==> src/rtl/image_pkg.sv <==
// image_pkg: shared widths and loader state encoding for the image loader
package image_pkg;
  localparam int MEM_DATA_W = 128;
  localparam int MEM_ADDR_W = 16;
  localparam int DEPTH_W = 17;
  localparam int PIX_PER_WORD = 16;
  typedef enum logic [1:0] {IDLE, LOAD, PULSE} loader_state_t;
endpackage

==> src/rtl/image_loader_if.sv <==
// image_loader_if: pixel stream handshake plus input-memory write port
interface image_loader_if;
  import image_pkg::*;
  logic pix_valid;
  logic [7:0] pix_data;
  logic pix_ready;
  logic input_mem_WE;
  logic [MEM_ADDR_W-1:0] input_mem_waddr;
  logic [MEM_DATA_W-1:0] input_mem_wdata;
  modport master(output pix_valid, pix_data, input pix_ready, input_mem_WE, input_mem_waddr, input_mem_wdata);
  modport slave(input pix_valid, pix_data, output pix_ready, input_mem_WE, input_mem_waddr, input_mem_wdata);
endinterface

==> src/rtl/pixel_packer.sv <==
// pixel_packer: shifts accepted bytes into lanes and emits a registered 128-bit word every 16 bytes
module pixel_packer
  import image_pkg::*;
(
  input  logic clock,
  input  logic reset,
  input  logic clear,
  input  logic accept,
  input  logic [7:0] data,
  output logic word_done,
  output logic we,
  output logic [MEM_DATA_W-1:0] wdata
);
  logic [3:0] byte_cnt;
  logic [MEM_DATA_W-9:0] lanes;
  assign word_done = accept && byte_cnt == 4'(PIX_PER_WORD - 1);
  // lanes shift right so the first byte lands in bits [7:0] once the 16th byte arrives
  always_ff @(posedge clock) begin
    if (reset) begin
      byte_cnt <= '0;
      lanes <= '0;
      we <= 1'b0;
      wdata <= '0;
    end else begin
      we <= word_done;
      if (clear) byte_cnt <= '0;
      else if (accept) byte_cnt <= byte_cnt + 4'd1;
      if (accept) lanes <= {data, lanes[MEM_DATA_W-9:8]};
      if (word_done) wdata <= {data, lanes};
    end
  end
endmodule

==> src/rtl/image_loader.sv <==
// image_loader: packs a pixel stream into input memory and pulses the core when done; IMAGE_LOADER_CHECKSUM_EN adds a checksum output
module image_loader
  import image_pkg::*;
#(
  parameter int PIX_W = 8,
  parameter int ADDR_W = 16
) (
  input  logic clock,
  input  logic reset,
  input  logic start,
  input  logic [DEPTH_W-1:0] input_mem_depth,
  image_loader_if.slave bus,
  output logic new_image_pulse,
  output logic busy
`ifdef IMAGE_LOADER_CHECKSUM_EN
  ,
  output logic [15:0] checksum
`endif
);
  loader_state_t state, state_nxt;
  logic [DEPTH_W-1:0] depth, word_cnt;
  logic [ADDR_W-1:0] waddr;
  logic [PIX_W-1:0] pix;
  logic start_acc, accept, word_done;
  assign pix = bus.pix_data;
  assign start_acc = state == IDLE && start;
  assign accept = bus.pix_valid && bus.pix_ready;
  assign bus.input_mem_waddr = waddr;
  // a zero-word image passes through LOAD with nothing to accept, keeping the pulse two cycles after start
  always_comb begin
    state_nxt = state;
    bus.pix_ready = 1'b0;
    new_image_pulse = 1'b0;
    busy = state != IDLE;
    state_nxt = state == IDLE ? (start ? LOAD : IDLE) :
                state == LOAD ? (word_cnt == depth ? PULSE : LOAD) : IDLE;
    bus.pix_ready = state == LOAD && word_cnt != depth;
    new_image_pulse = state == PULSE;
  end
  // state, latched depth and word address; word_cnt reaches depth in the final write cycle
  always_ff @(posedge clock) begin
    if (reset) begin
      state <= IDLE;
      depth <= '0;
      word_cnt <= '0;
      waddr <= '0;
    end else begin
      state <= state_nxt;
      if (start_acc) begin
        depth <= input_mem_depth > DEPTH_W'(65536) ? DEPTH_W'(65536) : input_mem_depth;
        word_cnt <= '0;
      end else if (word_done) begin
        waddr <= word_cnt[ADDR_W-1:0];
        word_cnt <= word_cnt + DEPTH_W'(1);
      end
    end
  end
  pixel_packer u_packer (
    .clock(clock),
    .reset(reset),
    .clear(start_acc),
    .accept(accept),
    .data(pix),
    .word_done(word_done),
    .we(bus.input_mem_WE),
    .wdata(bus.input_mem_wdata)
  );
`ifdef IMAGE_LOADER_CHECKSUM_EN
  // running sum of accepted pixels, restarted by each accepted start
  always_ff @(posedge clock) begin
    if (reset || start_acc) checksum <= '0;
    else if (accept) checksum <= checksum + 16'(pix);
  end
`endif
endmodule

==> src/flat_wrapper.sv <==
// flat-port wrapper written by rule: the top's interface ports become plain ports
module image_loader_flat import image_pkg::*;
#(
  parameter int PIX_W = 8,
  parameter int ADDR_W = 16
)
  (clock, reset, start, input_mem_depth, new_image_pulse, busy, bus_pix_valid, bus_pix_data, bus_pix_ready, bus_input_mem_WE, bus_input_mem_waddr, bus_input_mem_wdata);
  image_loader_if bus_i ();
  input  logic clock;
  input  logic reset;
  input  logic start;
  input  logic [DEPTH_W-1:0] input_mem_depth;
  output logic new_image_pulse;
  output logic busy;
  input wire logic [$bits(bus_i.pix_valid)-1:0] bus_pix_valid;
  input wire logic [$bits(bus_i.pix_data)-1:0] bus_pix_data;
  output wire logic [$bits(bus_i.pix_ready)-1:0] bus_pix_ready;
  output wire logic [$bits(bus_i.input_mem_WE)-1:0] bus_input_mem_WE;
  output wire logic [$bits(bus_i.input_mem_waddr)-1:0] bus_input_mem_waddr;
  output wire logic [$bits(bus_i.input_mem_wdata)-1:0] bus_input_mem_wdata;
  assign bus_i.pix_valid = bus_pix_valid;
  assign bus_i.pix_data = bus_pix_data;
  assign bus_pix_ready = bus_i.pix_ready;
  assign bus_input_mem_WE = bus_i.input_mem_WE;
  assign bus_input_mem_waddr = bus_i.input_mem_waddr;
  assign bus_input_mem_wdata = bus_i.input_mem_wdata;
  image_loader #(.PIX_W(PIX_W), .ADDR_W(ADDR_W)) u_core (.clock(clock), .reset(reset), .start(start), .input_mem_depth(input_mem_depth), .bus(bus_i), .new_image_pulse(new_image_pulse), .busy(busy));
endmodule
==> config.mk <==
export PLATFORM = sky130hd
export DESIGN_NAME = image_loader_flat
export DESIGN_NICKNAME = d
export VERILOG_FILES = /design/src/rtl/image_pkg.sv /design/src/rtl/image_loader_if.sv /design/src/rtl/pixel_packer.sv /design/src/rtl/image_loader.sv /design/src/flat_wrapper.sv
export SDC_FILE = /design/constraint.sdc
export NUM_CORES = 1
export LEC_CHECK = 0
export BUFFER_PORTS_ARGS = -buffer_cell sky130_fd_sc_hd__buf_2
export CORE_MARGIN = 2
export CORE_UTILIZATION = 51
export DETAILED_ROUTE_END_ITERATION = 10
export PLACE_DENSITY = 0.75
export SKIP_CTS_REPAIR_TIMING = 1
export SLEW_MARGIN = 20
export SYNTH_ARGS = -nofsm -noshare
export SYNTH_HDL_FRONTEND = slang
export SYNTH_HIERARCHICAL = 1
export SYNTH_SLANG_ARGS = --single-unit
==> constraint.sdc <==
create_clock -name clock -period 2.8 [get_ports clock]
set_input_delay 0.7 -clock clock [delete_from_list [all_inputs] [get_ports clock]]
set_output_delay 0.7 -clock clock [all_outputs]
set_load 0.02 [all_outputs]
==> impl_metrics.csv <==
group,metric,value,unit
sta,hold_viol,0,
routing,wire_per_inst,14.8,microns
synth,synth_cell_types,34,
worst_setup_path,crit_required,2100,ps
synth,ys.warnings.count,6,
worst_setup_path,cp_max_fo,4,
floorplanning,core,23500,sq um
synth,yosysTopAreaCell,"dfxtp_1",
cts,cts_max_level,1,
power_and_ir_drop,ir_drop,358,uV
cells_and_area,nFillCells,2015,
grt,grt_antenna_before_repair,2,
sta,setup_viol,0,
worst_hold_path,min_to,"u_core/depth[10]",
routing,vias,8499,
routing,antenna_left,0,
run,max_cap_violations,0,
worst_hold_path,min-delay-path-class,"input pin to flop",
worst_setup_path,startpoint_type,"flop",
power_and_ir_drop,leakagePower,5.31,nW
cells_and_area,antenna_cells,0,
floorplanning,dieArea,25300,sq um
cells_and_area,final_util,0.611,
worst_hold_path,worstHoldPathCells,2,
routing,drc,0,
synth,syn_area,12200,sq um
sta,hold_ws,376,ps
sta,rsz0062_at_grt,"no",
synth,netlist_instances,1212,
synth,ys_top_cells_by_count,"dfxtp_1, nand2b_1, mux2i_1",
cts,cts_sinks,305,
placement,dp.cells,1646,
routing,firstDrtPassIters,4,
cells_and_area,fin_nets,1392,
synth,synth_most_common_cell,"dfxtp_1",
synth,syn_avg_cell_area,10.1,sq um
cts,clk_pin_slew,60,ps
worst_setup_path,rr_worst_depth,10,
placement,port_buffers,176,
synth,yosysTopAreaCellShare,0.499,
sta,drv_slew,0,
synth,synthArstFlopShare,0,
sta,setup_tns,0,ps
cells_and_area,stdcell_count,1702,
power_and_ir_drop,pwr_density_cell,608,nW/um^2
synth,synth-seq-cells,305,
cts,cts_buffer_depth,3,
synth,synth.area.top_cells,"dfxtp_1, mux2i_1, nand2b_1",
cells_and_area,drive_gt1_frac,0.185,
sta,clock_skew,18.0,ps
routing,via_per_inst,4.99,
synth,ys_seq_area_frac,0.499,
grt,grt_pass1_vias,8057,
worst_setup_path,timing.rr.end,"u_core/word_cnt[15]",
cells_and_area,syn2layout_area_growth,17.5,%
synth,synth-main-ff-cell,"dfxtp_1",
worst_setup_path,rrSetupSlack,160,ps
worst_setup_path,r2r-start,"u_core/word_cnt[11]",
floorplanning,row_count,56,
floorplanning,io_pins,177,
floorplanning,die_x,159,microns
floorplanning,die_h,159,microns
worst_setup_path,path_class,"flop to output port",
sta,fin_crit,2660,ps
grt,grt_max_degree,136,
sta,period_share,0.950,
sta,tightest_slew,968,ps
placement,place_congestion,0.820,
floorplanning,initial_core_util,0.520,
routing,drt_iter0_drc,437,
sta,slew_headroom,0.355,
worst_setup_path,crit_path_start,"u_core/word_cnt[11]",
placement,dp_hpwl,16.1,mm
cts,cts_tree,"yes",
grt,track_usage,0.193,
outcome,status,"completed",
synth,syn-num-nets,1243,
grt,overflow,0,
routing,drt-total-wl,25.2,mm
synth,synth_edf_count,0,
worst_setup_path,cp.arrival,1960,ps
cts,cts_root_buf,"clkbuf_16",
sta,fmax,376,MHz
cts,cts_buffers,31,
cts,clock_latency,550,ps
worst_setup_path,cp-end-kind,"output port",
grt,grt_pass1_wl,41.4,mm
worst_hold_path,hp-start,"input_mem_depth[10]",
## kinds of logic (layout without fill, tap and decap cells)
group                    Yosys count  after routing  synth area share
XOR/XNOR                          30             30            0.0215
adder cells (fa/ha/maj)            2              2           0.00204
AO/OA/AOI/OAI                     48             48            0.0258
buffers and inverters             92            263            0.0358
AND/OR/NAND/NOR                  484            484             0.211
multiplexers                     251            251             0.205
flip-flops                       305            305             0.499
## sequential cells by signal, indices dropped and copies added, names as in the netlist
signal,cells
u_core/u_packer/we,1
u_core/state,2
u_core/word_cnt,17
u_core/depth,17
u_core/u_packer/wdata,128
u_core/bus.input_mem_waddr,16
u_core/u_packer/byte_cnt,4
u_core/u_packer/lanes,120
## worst max-delay path: stages, from the launching register on
cell	delay, ps
dfxtp_1	410
xnor2_1	140
nand3_1	120
nor4_2	270
buf_4	190
a21oi_1	90
buf_2	180
## placed cells by master (no fill, tap or decap), types with 6 or more instances in the layout
| master | Yosys | layout |
|---|---|---|
| xnor2_1 | 23 | 23 |
| nand3_1 | 7 | 7 |
| clkbuf_16 | 0 | 32 |
| buf_2 | 40 | 175 |
| clkbuf_1 | 36 | 11 |
| nor4_1 | 8 | 7 |
| mux2i_1 | 250 | 250 |
| buf_4 | 11 | 22 |
| nor2_1 | 139 | 139 |
| nand4_1 | 11 | 11 |
| a21oi_1 | 24 | 24 |
| dfxtp_1 | 305 | 305 |
| nand2_1 | 39 | 39 |
| clkinv_2 | 0 | 6 |
| nand2b_1 | 258 | 258 |
| a22o_1 | 16 | 16 |
| clkbuf_8 | 0 | 6 |
| xor2_1 | 7 | 7 |
## power breakdown
| group | leakage (nW) | switching (W) | internal, W |
|---|---|---|---|
| clock network | 0.476 | 0.00164 | 0.00228 |
| registers | 2.46 | 0.0000237 | 0.00436 |
| logic | 2.38 | 0.000238 | 0.000201 |
## how the worst max path moves through the flow
stage / to / cells after the start
2_1_floorplan: u_core/word_cnt[15] / 14
3_3_place_gp: u_core/u_packer/wdata[6] / 9
3_5_place_dp: u_core/u_packer/wdata[45] / 9
4_1_cts: bus_pix_ready / 6
5_1_grt: u_core/word_cnt[15] / 10
6_report: bus_pix_ready / 6
## stage by stage
step | cell area [sq um] | power [W] | worst slack (ps)
final | 14400 | 0.00874 | 141
after global routing | 14400 | 0.00904 | 36.4
after CTS | 14300 | 0.00883 | 25.9
after detailed placement | 13400 | 0.00492 | 113
after global placement | 13400 | 0.00492 | 195
after floorplan | 12300 | 0.00481 | 20.7
## routing by layer
metal,track usage,part of all wire,wire [microns]
met1,0.267,0.48,12200
met2,0.317,0.46,11500
met3,0.0321,0.042,1060
met4,0.0479,0.018,459
met5,0,0.00095,24
## final cells by class
| type | count | area [sq um] | area share |
|---|---|---|---|
| Multi-Input combinational cell | 815 | 5720 | 0.397 |
| Sequential cell | 305 | 6110 | 0.424 |
| Clock inverter | 7 | 60.1 | 0.00418 |
| Timing Repair Buffer | 204 | 1190 | 0.0826 |
| Tap cell | 319 | 399 | 0.0277 |
| Clock buffer | 48 | 900 | 0.0625 |
| Inverter | 4 | 15.0 | 0.00104 |
No activity file was read; power rests on OpenSTA's default activity.
